### src/rtl/pc_sequencer_if.sv
// pc_sequencer_if: datapath and debug-module signals of the PC sequencer.
//   slave  : the sequencer (consumes next_pc/ialign/retire/trap/mtvec and debug
//            requests, produces pc/run/halted/resume_ack/dpc/dcause/mepc/trap_taken)
//   master : the surrounding core/debug logic driving the sequencer
`ifndef ISA__XLEN
`define ISA__XLEN 32
`endif

interface pc_sequencer_if #(
  parameter int unsigned Width = `ISA__XLEN
);
  // Datapath side
  logic [Width-1:0] next_pc;
  logic             ialign;
  logic             retire;
  logic             trap;
  logic [Width-1:0] mtvec;
  // Debug module side
  logic             halt_req;
  logic             resume_req;
  logic             step;
  logic             dpc_we;
  logic [Width-1:0] dpc_wdata;
  // Sequencer outputs
  logic [Width-1:0] pc;
  logic             run;
  logic             halted;
  logic             resume_ack;
  logic [Width-1:0] dpc;
  logic [2:0]       dcause;
  logic [Width-1:0] mepc;
  logic             trap_taken;

  modport master (
    output next_pc, ialign, retire, trap, mtvec,
    output halt_req, resume_req, step, dpc_we, dpc_wdata,
    input  pc, run, halted, resume_ack, dpc, dcause, mepc, trap_taken
  );

  modport slave (
    input  next_pc, ialign, retire, trap, mtvec,
    input  halt_req, resume_req, step, dpc_we, dpc_wdata,
    output pc, run, halted, resume_ack, dpc, dcause, mepc, trap_taken
  );
endinterface

### src/rtl/pc_sequencer.sv
// pc_sequencer: owns the architectural PC and sequences it between normal
// execution, trap redirection and debug halt/step/resume.
// Ports:
//   clk - clock
//   rst - synchronous active-high reset
//   bus - pc_sequencer_if.slave (retirement inputs, debug requests, all
//         registered outputs: pc, run, halted, resume_ack, dpc, dcause,
//         mepc, trap_taken)
`ifndef ISA__XLEN
`define ISA__XLEN 32
`endif

module pc_sequencer #(
  parameter int unsigned      Width       = `ISA__XLEN,
  parameter logic [Width-1:0] ResetVector = '0
) (
  input logic           clk,
  input logic           rst,
  pc_sequencer_if.slave bus
);

  localparam logic [2:0] CauseHaltReq = 3'd3;
  localparam logic [2:0] CauseStep    = 3'd4;

  typedef enum logic [1:0] {StRun, StStep, StHalted} state_e;

  state_e           state_q, state_d;
  logic [Width-1:0] pc_q, pc_d;
  logic [Width-1:0] dpc_q, dpc_d;
  logic [Width-1:0] mepc_q, mepc_d;
  logic [2:0]       dcause_q, dcause_d;
  logic             run_q, run_d;
  logic             halted_q, halted_d;
  logic             resume_ack_q, resume_ack_d;
  logic             trap_taken_q, trap_taken_d;

  logic             redirect;
  logic [Width-1:0] commit_pc;

  // Trap vector is forced word-aligned; low mtvec bits carry mode, not address.
  logic unused_mtvec;
  assign unused_mtvec = ^bus.mtvec[1:0];

  // trap outranks ialign, but both land on the same vector.
  assign redirect  = bus.trap | bus.ialign;
  assign commit_pc = redirect ? {bus.mtvec[Width-1:2], 2'b00} : bus.next_pc;

  always_comb begin
    state_d      = state_q;
    pc_d         = pc_q;
    dpc_d        = dpc_q;
    mepc_d       = mepc_q;
    dcause_d     = dcause_q;
    resume_ack_d = 1'b0;
    trap_taken_d = 1'b0;

    unique case (state_q)
      StRun, StStep: begin
        if (bus.retire) begin
          pc_d = commit_pc;
          if (redirect) begin
            mepc_d       = pc_q;
            trap_taken_d = 1'b1;
          end
        end
        if (bus.halt_req) begin
          // Halt on the instruction boundary: dpc is the PC that would run next.
          dpc_d    = bus.retire ? commit_pc : pc_q;
          dcause_d = CauseHaltReq;
          state_d  = StHalted;
        end else if (state_q == StStep && bus.retire) begin
          dpc_d    = commit_pc;
          dcause_d = CauseStep;
          state_d  = StHalted;
        end
      end
      StHalted: begin
        if (bus.dpc_we) begin
          dpc_d = bus.dpc_wdata;
        end
        if (bus.resume_req) begin
          pc_d         = bus.dpc_we ? bus.dpc_wdata : dpc_q;
          resume_ack_d = 1'b1;
          state_d      = bus.step ? StStep : StRun;
        end
      end
      default: state_d = StRun;
    endcase

    run_d    = (state_d != StHalted);
    halted_d = (state_d == StHalted);
  end

  always_ff @(posedge clk) begin
    if (rst) begin
      state_q      <= StRun;
      pc_q         <= ResetVector;
      dpc_q        <= '0;
      mepc_q       <= '0;
      dcause_q     <= 3'd0;
      run_q        <= 1'b1;
      halted_q     <= 1'b0;
      resume_ack_q <= 1'b0;
      trap_taken_q <= 1'b0;
    end else begin
      state_q      <= state_d;
      pc_q         <= pc_d;
      dpc_q        <= dpc_d;
      mepc_q       <= mepc_d;
      dcause_q     <= dcause_d;
      run_q        <= run_d;
      halted_q     <= halted_d;
      resume_ack_q <= resume_ack_d;
      trap_taken_q <= trap_taken_d;
    end
  end

  assign bus.pc         = pc_q;
  assign bus.run        = run_q;
  assign bus.halted     = halted_q;
  assign bus.resume_ack = resume_ack_q;
  assign bus.dpc        = dpc_q;
  assign bus.dcause     = dcause_q;
  assign bus.mepc       = mepc_q;
  assign bus.trap_taken = trap_taken_q;

endmodule

### src/flat_wrapper.sv
// flat-port wrapper written by rule: the top's interface ports become plain ports
module pc_sequencer_flat 
#(
  parameter int unsigned      Width       = `ISA__XLEN,
  parameter logic [Width-1:0] ResetVector = '0
)
  (clk, rst, bus_next_pc, bus_ialign, bus_retire, bus_trap, bus_mtvec, bus_halt_req, bus_resume_req, bus_step, bus_dpc_we, bus_dpc_wdata, bus_pc, bus_run, bus_halted, bus_resume_ack, bus_dpc, bus_dcause, bus_mepc, bus_trap_taken);
  pc_sequencer_if #(.Width(Width)) bus_i ();
  input logic clk;
  input logic rst;
  input wire logic [$bits(bus_i.next_pc)-1:0] bus_next_pc;
  input wire logic [$bits(bus_i.ialign)-1:0] bus_ialign;
  input wire logic [$bits(bus_i.retire)-1:0] bus_retire;
  input wire logic [$bits(bus_i.trap)-1:0] bus_trap;
  input wire logic [$bits(bus_i.mtvec)-1:0] bus_mtvec;
  input wire logic [$bits(bus_i.halt_req)-1:0] bus_halt_req;
  input wire logic [$bits(bus_i.resume_req)-1:0] bus_resume_req;
  input wire logic [$bits(bus_i.step)-1:0] bus_step;
  input wire logic [$bits(bus_i.dpc_we)-1:0] bus_dpc_we;
  input wire logic [$bits(bus_i.dpc_wdata)-1:0] bus_dpc_wdata;
  output wire logic [$bits(bus_i.pc)-1:0] bus_pc;
  output wire logic [$bits(bus_i.run)-1:0] bus_run;
  output wire logic [$bits(bus_i.halted)-1:0] bus_halted;
  output wire logic [$bits(bus_i.resume_ack)-1:0] bus_resume_ack;
  output wire logic [$bits(bus_i.dpc)-1:0] bus_dpc;
  output wire logic [$bits(bus_i.dcause)-1:0] bus_dcause;
  output wire logic [$bits(bus_i.mepc)-1:0] bus_mepc;
  output wire logic [$bits(bus_i.trap_taken)-1:0] bus_trap_taken;
  assign bus_i.next_pc = bus_next_pc;
  assign bus_i.ialign = bus_ialign;
  assign bus_i.retire = bus_retire;
  assign bus_i.trap = bus_trap;
  assign bus_i.mtvec = bus_mtvec;
  assign bus_i.halt_req = bus_halt_req;
  assign bus_i.resume_req = bus_resume_req;
  assign bus_i.step = bus_step;
  assign bus_i.dpc_we = bus_dpc_we;
  assign bus_i.dpc_wdata = bus_dpc_wdata;
  assign bus_pc = bus_i.pc;
  assign bus_run = bus_i.run;
  assign bus_halted = bus_i.halted;
  assign bus_resume_ack = bus_i.resume_ack;
  assign bus_dpc = bus_i.dpc;
  assign bus_dcause = bus_i.dcause;
  assign bus_mepc = bus_i.mepc;
  assign bus_trap_taken = bus_i.trap_taken;
  pc_sequencer #(.Width(Width), .ResetVector(ResetVector)) u_core (.clk(clk), .rst(rst), .bus(bus_i));
endmodule
### config.mk
export PLATFORM = sky130hd
export DESIGN_NAME = pc_sequencer_flat
export DESIGN_NICKNAME = d
export VERILOG_FILES = /design/src/rtl/pc_sequencer_if.sv /design/src/rtl/pc_sequencer.sv /design/src/flat_wrapper.sv
export SDC_FILE = /design/constraint.sdc
export NUM_CORES = 1
export LEC_CHECK = 0
export ABC_AREA = 1
export CELL_PAD_IN_SITES_DETAIL_PLACEMENT = 1
export CELL_PAD_IN_SITES_GLOBAL_PLACEMENT = 1
export CORE_MARGIN = 4
export CORE_UTILIZATION = 33
export DETAILED_ROUTE_END_ITERATION = 10
export PLACE_DENSITY = 0.92
export REMOVE_ABC_BUFFERS = 1
export SYNTH_ARGS = -nofsm -noshare
export SYNTH_HDL_FRONTEND = slang
export SYNTH_SLANG_ARGS = --single-unit
### constraint.sdc
create_clock -name clk -period 3.4 [get_ports clk]
set_clock_uncertainty 0.2 [all_clocks]
set_input_delay 0.68 -clock clk [delete_from_list [all_inputs] [get_ports clk]]
set_output_delay 0.68 -clock clk [all_outputs]
set_load 0.01 [all_outputs]
==> out/metrics.yaml, run 1 <==
status: "complete, no violations"
gp_congestion: 0.747
synth_top_area_share_pct: 33.0
crit_arrival_ns: 2.36
num_antenna_cells: 0
route.detailed.drc: 0
timing_worst_setup_path_type: "in2reg"
cts_resized: 0
relSlewSlack_pct: 48.3
vias: 7587
cts_tree: "built"
area_growth_pct: 39.7
synth_cell_types: 17
fp.dieH_um: 146
clockBufferDepth: 2
min_path_cells: 2
worstPathRequired_ns: 3.44
synth_top_area_cell: "dfxtp_1"
dpl_worst_slack_ns: 0.671
numClockSinks: 104
peakVddDrop_mv: 0.255
cap_violations: 0
total_power_uw: 3620
grt_overflow: 0
ant_nets: 0
setup_viol: 0
seq_area_mm2: 0.00208
slowest_delay_ns: 0.55
die_area_mm2: 0.0214
io_buffers: 205
fillerInstances: 2575
holdWs_ns: 0.283
fin_crit_sh_pct: 68.1
start_util_pct: 33.6
total_leakage_power_uw: 0.00420
p_per_area_mw_per_mm2: 412
antenna_found_initial: 0
dr.first_iter.drc_count: 266
r2r-start: "u_core.state_q[1]"
routedWlPerCell_um: 16.5
rrSetupSlack_ns: 1.18
hp-start: "u_core.bus.mepc[2]"
grt_pass1_vias: 7950
core_mm2: 0.0188
min_to: "u_core.bus.mepc[2]"
routed_wl_um: 25300
avgViaCountPerCell: 4.96
yosysSeqAreaShare_pct: 33.0
grt_pass1_wl_um: 40600
first_pass_iters: 4
post_cts_buffers: 0
drive_gt1_share_pct: 3.71
htreeDepth: 3
synth-seq-cells: 104
hold_violations: 0
rows: 50
worstSetupEndpointType: "register"
avgSynthCellArea_um2: 5.59
hold_buffers: 0
syn_inst: 1127
multi_input_area_mm2: 0.00341
rsz0062_at_grt: "false"
chipWidth_um: 146
reg2regPathDepth: 8
crit_path_cell_trace: "buf_2 -> nor2_1 -> nand2_1 -> nand2_2 -> buf_4 -> nand2_1 -> nand2_1 -> a21oi_1"
synthTopCellsByArea: "dfxtp_1, nand2_1, nor2_1"
worstSetupStartpointType: "input pin"
synth.cell_area_mm2: 0.00630
post-route-min-period_ns: 2.31
ys_warn_count: 0
cts_root_buf: "clkbuf_16"
cp_common_cell: "nand2_1"
tns_ns: 0
path_clk_slew_ns: 0.07
fmax_ghz: 0.432
pin_count: 208
grtUsageTotal_pct: 23.3
slowest_stage: "buf_4"
fin_nets: 1395
cts_inserted_buffers: 9
worstMarginPinSlew_ns: 0.774
setup_slack_ns: 1.09
clk-insertion-delay-late_ns: 0.35
dp_hpwl_um: 17100
hp-class: "reg2reg"
cp_max_fo: 44
timing.rr.end: "u_core.bus.dpc[19]"
final_max_slew_viol_count: 0
grt_max_degree: 65
where the power goes:
group	total (uW)	switching [uW]	internal, uW	leakage (uW)
sequential	1440	98.5	1340	0.000861
combinational	1090	587	500	0.00320
clock	1100	518	582	0.000144
routing by layer:
| metal | GRT usage [%] | share of wire, % |
|---|---|---|
| met5 | 0 | 0 |
| met3 | 5.34 | 4.9 |
| met2 | 42.1 | 49 |
| met1 | 28.2 | 44 |
| met4 | 5.17 | 1.6 |
cells in the mapped netlist (all sizes together):
master / instances
dfxtp: 104
buf: 33
nand4: 1
o21ai: 68
nor2: 138
nand3: 92
a21oi: 101
clkinv: 2
clkbuf: 39
nand2: 416
inv: 133
how the worst max path moves through the flow:
stage / end / from / slack, ns
floorplan: u_core.bus.mepc[0] / bus_ialign / -0.01
detailed placement: u_core.bus.mepc[7] / bus_trap / 0.67
finish: u_core.bus.dpc[19] / bus_halt_req / 1.09
global placement: u_core.bus.mepc[0] / bus_trap / 0.75
global route: u_core.bus.dpc[24] / bus_halt_req / 0.91
CTS: u_core.bus.mepc[7] / bus_trap / 1.05
placed cells by master (no fill, tap or decap), drive strengths merged, types with 4 or more instances in the layout:
cell type | Yosys | layout
nand2 | 416 | 416
clkdlybuf4s50 | 0 | 202
nor2 | 138 | 138
inv | 133 | 135
dfxtp | 104 | 104
a21oi | 101 | 101
nand3 | 92 | 92
o21ai | 68 | 68
buf | 33 | 22
clkbuf | 39 | 10
clkinv | 2 | 4
sequential cells by signal (all words and copies together), names as in the netlist:
register,cells
u_core.bus.dpc,32
u_core.bus.mepc,32
u_core.bus.pc,32
u_core.bus.dcause,2
u_core.state_q,2
u_core.bus.halted,1
u_core.bus.resume_ack,1
u_core.bus.run,1
u_core.bus.trap_taken,1
critical path: cells and delay by family:
kind            cells  cell delay [ns]
compound gates      1             0.04
buf+inv             2             0.80
simple gates        5             0.81
stage by stage:
stage	util, %	std cells	area [um^2]
finish	46.9	1529	8800
global route	46.9	1529	8800
CTS	46.9	1529	8800
detailed placement	45.3	1513	8500
global placement	45.3	1513	8500
floorplan	-	1055	5990
layout make-up:
type | count | share of cell area, %
clock buffer | 10 | 2.60
clock inverter | 6 | 0.824
inverter | 135 | 5.77
multi-input combinational | 816 | 38.8
sequential | 104 | 23.6
tap | 234 | 3.33
timing repair buffer | 224 | 25.0
cell families (layout without fill, tap and decap cells):
kind of cell	after synthesis	count (layout)	share of synthesized area (%)
simple gates	647	647	40.6
flops	104	104	33.0
buf+inv	207	375	12.9
compound gates	169	169	13.4
Note: power is estimated with default switching activity, not from simulation.
==> run 2: changes to the inputs <==
--- a/config.mk
+++ b/config.mk
@@ -9,9 +9,9 @@
 export CELL_PAD_IN_SITES_DETAIL_PLACEMENT = 1
 export CELL_PAD_IN_SITES_GLOBAL_PLACEMENT = 1
 export CORE_MARGIN = 4
-export CORE_UTILIZATION = 33
+export CORE_UTILIZATION = 30
 export DETAILED_ROUTE_END_ITERATION = 10
-export PLACE_DENSITY = 0.92
+export PLACE_DENSITY = 0.85
 export REMOVE_ABC_BUFFERS = 1
 export SYNTH_ARGS = -nofsm -noshare
 export SYNTH_HDL_FRONTEND = slang
==> constraint.sdc (replaced) <==
create_clock -name clk -period 2.4 [get_ports clk]
set_clock_uncertainty 0.2 [all_clocks]
set_input_delay 0.48 -clock clk [delete_from_list [all_inputs] [get_ports clk]]
set_output_delay 0.48 -clock clk [all_outputs]
set_load 0.01 [all_outputs]
==> run 2 against run 1 <==
  * Sequential power rose by 42%
  * Largest power group unchanged
  * Final cell count up 2.7%
  * Critical endpoint is now u_core.bus.pc[21]
  * Combinational power is 43% higher
  * Wire length is 0.19% higher
  * Global-route usage shrank 2.0 points
  * Count of clock-buffer cells in the layout grew 1
  * Total power grew 38%
  * Setup slack got worse by 0.73 ns
==> out/metrics.yaml, run 2 (synthesized netlist as in run 1, its figures left out) <==
status: "complete, no violations"
hp-class: "reg2reg"
dpl_worst_slack_ns: 0.0993  # -0.571 ns
p_per_area_mw_per_mm2: 561  # +36%
grt_overflow: 0  # unchanged
hold_violations: 0  # unchanged
die_area_mm2: 0.0234  # +9.4%
post_cts_buffers: 0  # unchanged
numClockSinks: 104  # unchanged
worstMarginPinSlew_ns: 0.796  # +0.0220 ns
grt_max_degree: 78  # +20%
antenna_found_initial: 1  # +1
num_antenna_cells: 0  # unchanged
cts_tree: "built"
chipWidth_um: 153  # +4.6%
htreeDepth: 3  # unchanged
met2_length_um: 12200  # -1.7%
relSlewSlack_pct: 46.8  # -1.5 points
grt_pass1_wl_um: 41000  # +0.93%
routed_wl_um: 25300  # +0.19%
worstSetupEndpointType: "register"
fillerInstances: 2769  # +7.5%
route.detailed.drc: 0  # unchanged
start_util_pct: 30.8  # -2.7 points
total_power_uw: 5000  # +38%
highest-signal-layer: "met5"
switchingPower_uw: 1680  # +40%
fin_nets: 1403  # +0.57%
drive_gt1_share_pct: 4.15  # +0.44 points
total_leakage_power_uw: 0.00425  # +1.0%
peakVddDrop_mv: 0.316  # +24%
worstSetupStartpointType: "register"
fin_crit_sh_pct: 85.3
io_buffers: 205  # unchanged
dr.first_iter.drc_count: 330  # +24%
clockBufferDepth: 2  # unchanged
intPower_uw: 3320  # +37%
fp.dieH_um: 153  # +4.6%
ant_nets: 0  # unchanged
holdWs_ns: 0.287  # +0.00365 ns
clock_power_share_pct: 28.1  # -2.3 points
crit_arrival_ns: 2.12  # -0.24 ns
crit_start: "u_core.state_q[1]"
path_clk_slew_ns: 0.07  # about the same
rows: 52  # +4.0%
crit_end: "u_core.bus.pc[21]"
hold_buffers: 0  # unchanged
final_common_cell: "nand2_1"
layout_common_cells: "nand2_1, clkdlybuf4s50_1, nor2_1"
utilization_pct: 43.6  # -3.3 points
cp_max_fo: 21  # -52%
fmax_ghz: 0.488
cts_inserted_buffers: 9  # unchanged
cts_resized: 0  # unchanged
grt_pass1_vias: 7762  # -2.4%
setup_slack_ns: 0.352  # -0.733 ns
wl_met1_um: 11400  # +1.6%
grtUsageTotal_pct: 21.3  # -2.0 points
avgViaCountPerCell: 4.84  # -2.5%
dp_hpwl_um: 17700  # +3.8%
post-route-min-period_ns: 2.05
cts_root_buf: "clkbuf_16"
reg2regPathDepth: 7  # -1
worstPathRequired_ns: 2.48  # -0.96 ns
routedWlPerCell_um: 16.1  # -2.5%
pwr-share-comb_pct: 31.2  # +1.2 points
rsz0062_at_grt: "false"
gp_congestion: 0.771  # +3.2%
seqPwrFrac_pct: 40.7  # +1.1 points
p_sw_share_pct: 33.6  # +0.41 points
core_mm2: 0.0204  # +8.9%
timing_worst_setup_path_type: "reg2reg"
r2r-start: "u_core.state_q[1]"
cap_violations: 0  # unchanged
area_growth_pct: 41.4
setup_viol: 0  # unchanged
final_max_slew_viol_count: 0  # unchanged
clk-insertion-delay-late_ns: 0.35  # about the same
first_pass_iters: 4  # unchanged
wl_met3_um: 1250  # +1.1%
timing.rr.end: "u_core.bus.pc[21]"
vias: 7598  # +0.14%
pin_count: 208  # unchanged
rrSetupSlack_ns: 0.35  # -0.83 ns
-- run 2: worst max-delay path, cell delays in order (launching register included) --
cell and delay [ns]:
dfxtp_1 0.45, inv_2 0.09, nor2_4 0.14, clkinv_2 0.30, buf_4 0.33, a21oi_1 0.22
nor2_1 0.06, a21oi_1 0.16
-- run 2: layout make-up --
type	count	area [um^2]	share of cell area [%]
Tap cell	270	338	3.79
Multi-Input combinational cell	816	3410	38.3
Inverter	135	508	5.70
Timing Repair Buffer	232	2310	26.0
Clock buffer	11	233	2.61
Sequential cell	104	2080	23.4
Clock inverter	3	21.3	0.239
-- run 2: routing by layer --
metal  up-vias  GRT usage, %
met4         2          5.56
met1      3585          26.9
met5         -             0
met2       179          37.5
met3        32          3.85
li1       3800             -
-- run 2: stage by stage --
step | std cells | cell area [um^2] | TNS (ns)
after global placement | 1557 | 8660 | 0
after detailed placement | 1557 | 8660 | 0
after CTS | 1571 | 8910 | 0
after floorplan | 1055 | 5990 | -26.95
after global routing | 1571 | 8910 | 0
final | 1571 | 8910 | 0
-- run 2: worst min path at each step --
stage,start,endpoint,slack [ns],cells after the start
final,u_core.bus.mepc[16],u_core.bus.mepc[16],0.29,2
after global routing,u_core.bus.mepc[17],u_core.bus.mepc[17],0.31,2
after CTS,u_core.bus.mepc[26],u_core.bus.mepc[26],0.29,2
after detailed placement,u_core.bus.mepc[29],u_core.bus.mepc[29],0.28,2
after global placement,u_core.bus.mepc[8],u_core.bus.mepc[8],0.26,2
after floorplan,u_core.bus.mepc[0],u_core.bus.mepc[0],0.31,2
-- run 2: power by group through the flow --
stage	sequential, uW	clock (uW)	combinational, uW
floorplan	2120	0	659
global placement	2070	0	1530
detailed placement	2080	0	1570
CTS	2040	1420	1580
global route	2070	1500	1750
finish	2040	1410	1560
==> run 3: changes to the inputs <==
--- a/config.mk
+++ b/config.mk
@@ -13,6 +13,7 @@
 export DETAILED_ROUTE_END_ITERATION = 10
 export PLACE_DENSITY = 0.85
 export REMOVE_ABC_BUFFERS = 1
+export SKIP_CTS_REPAIR_TIMING = 1
 export SYNTH_ARGS = -nofsm -noshare
 export SYNTH_HDL_FRONTEND = slang
 export SYNTH_SLANG_ARGS = --single-unit
==> results of run 3 <==
Same layout as run 2: the final DEF is identical, and so are final timing and power.
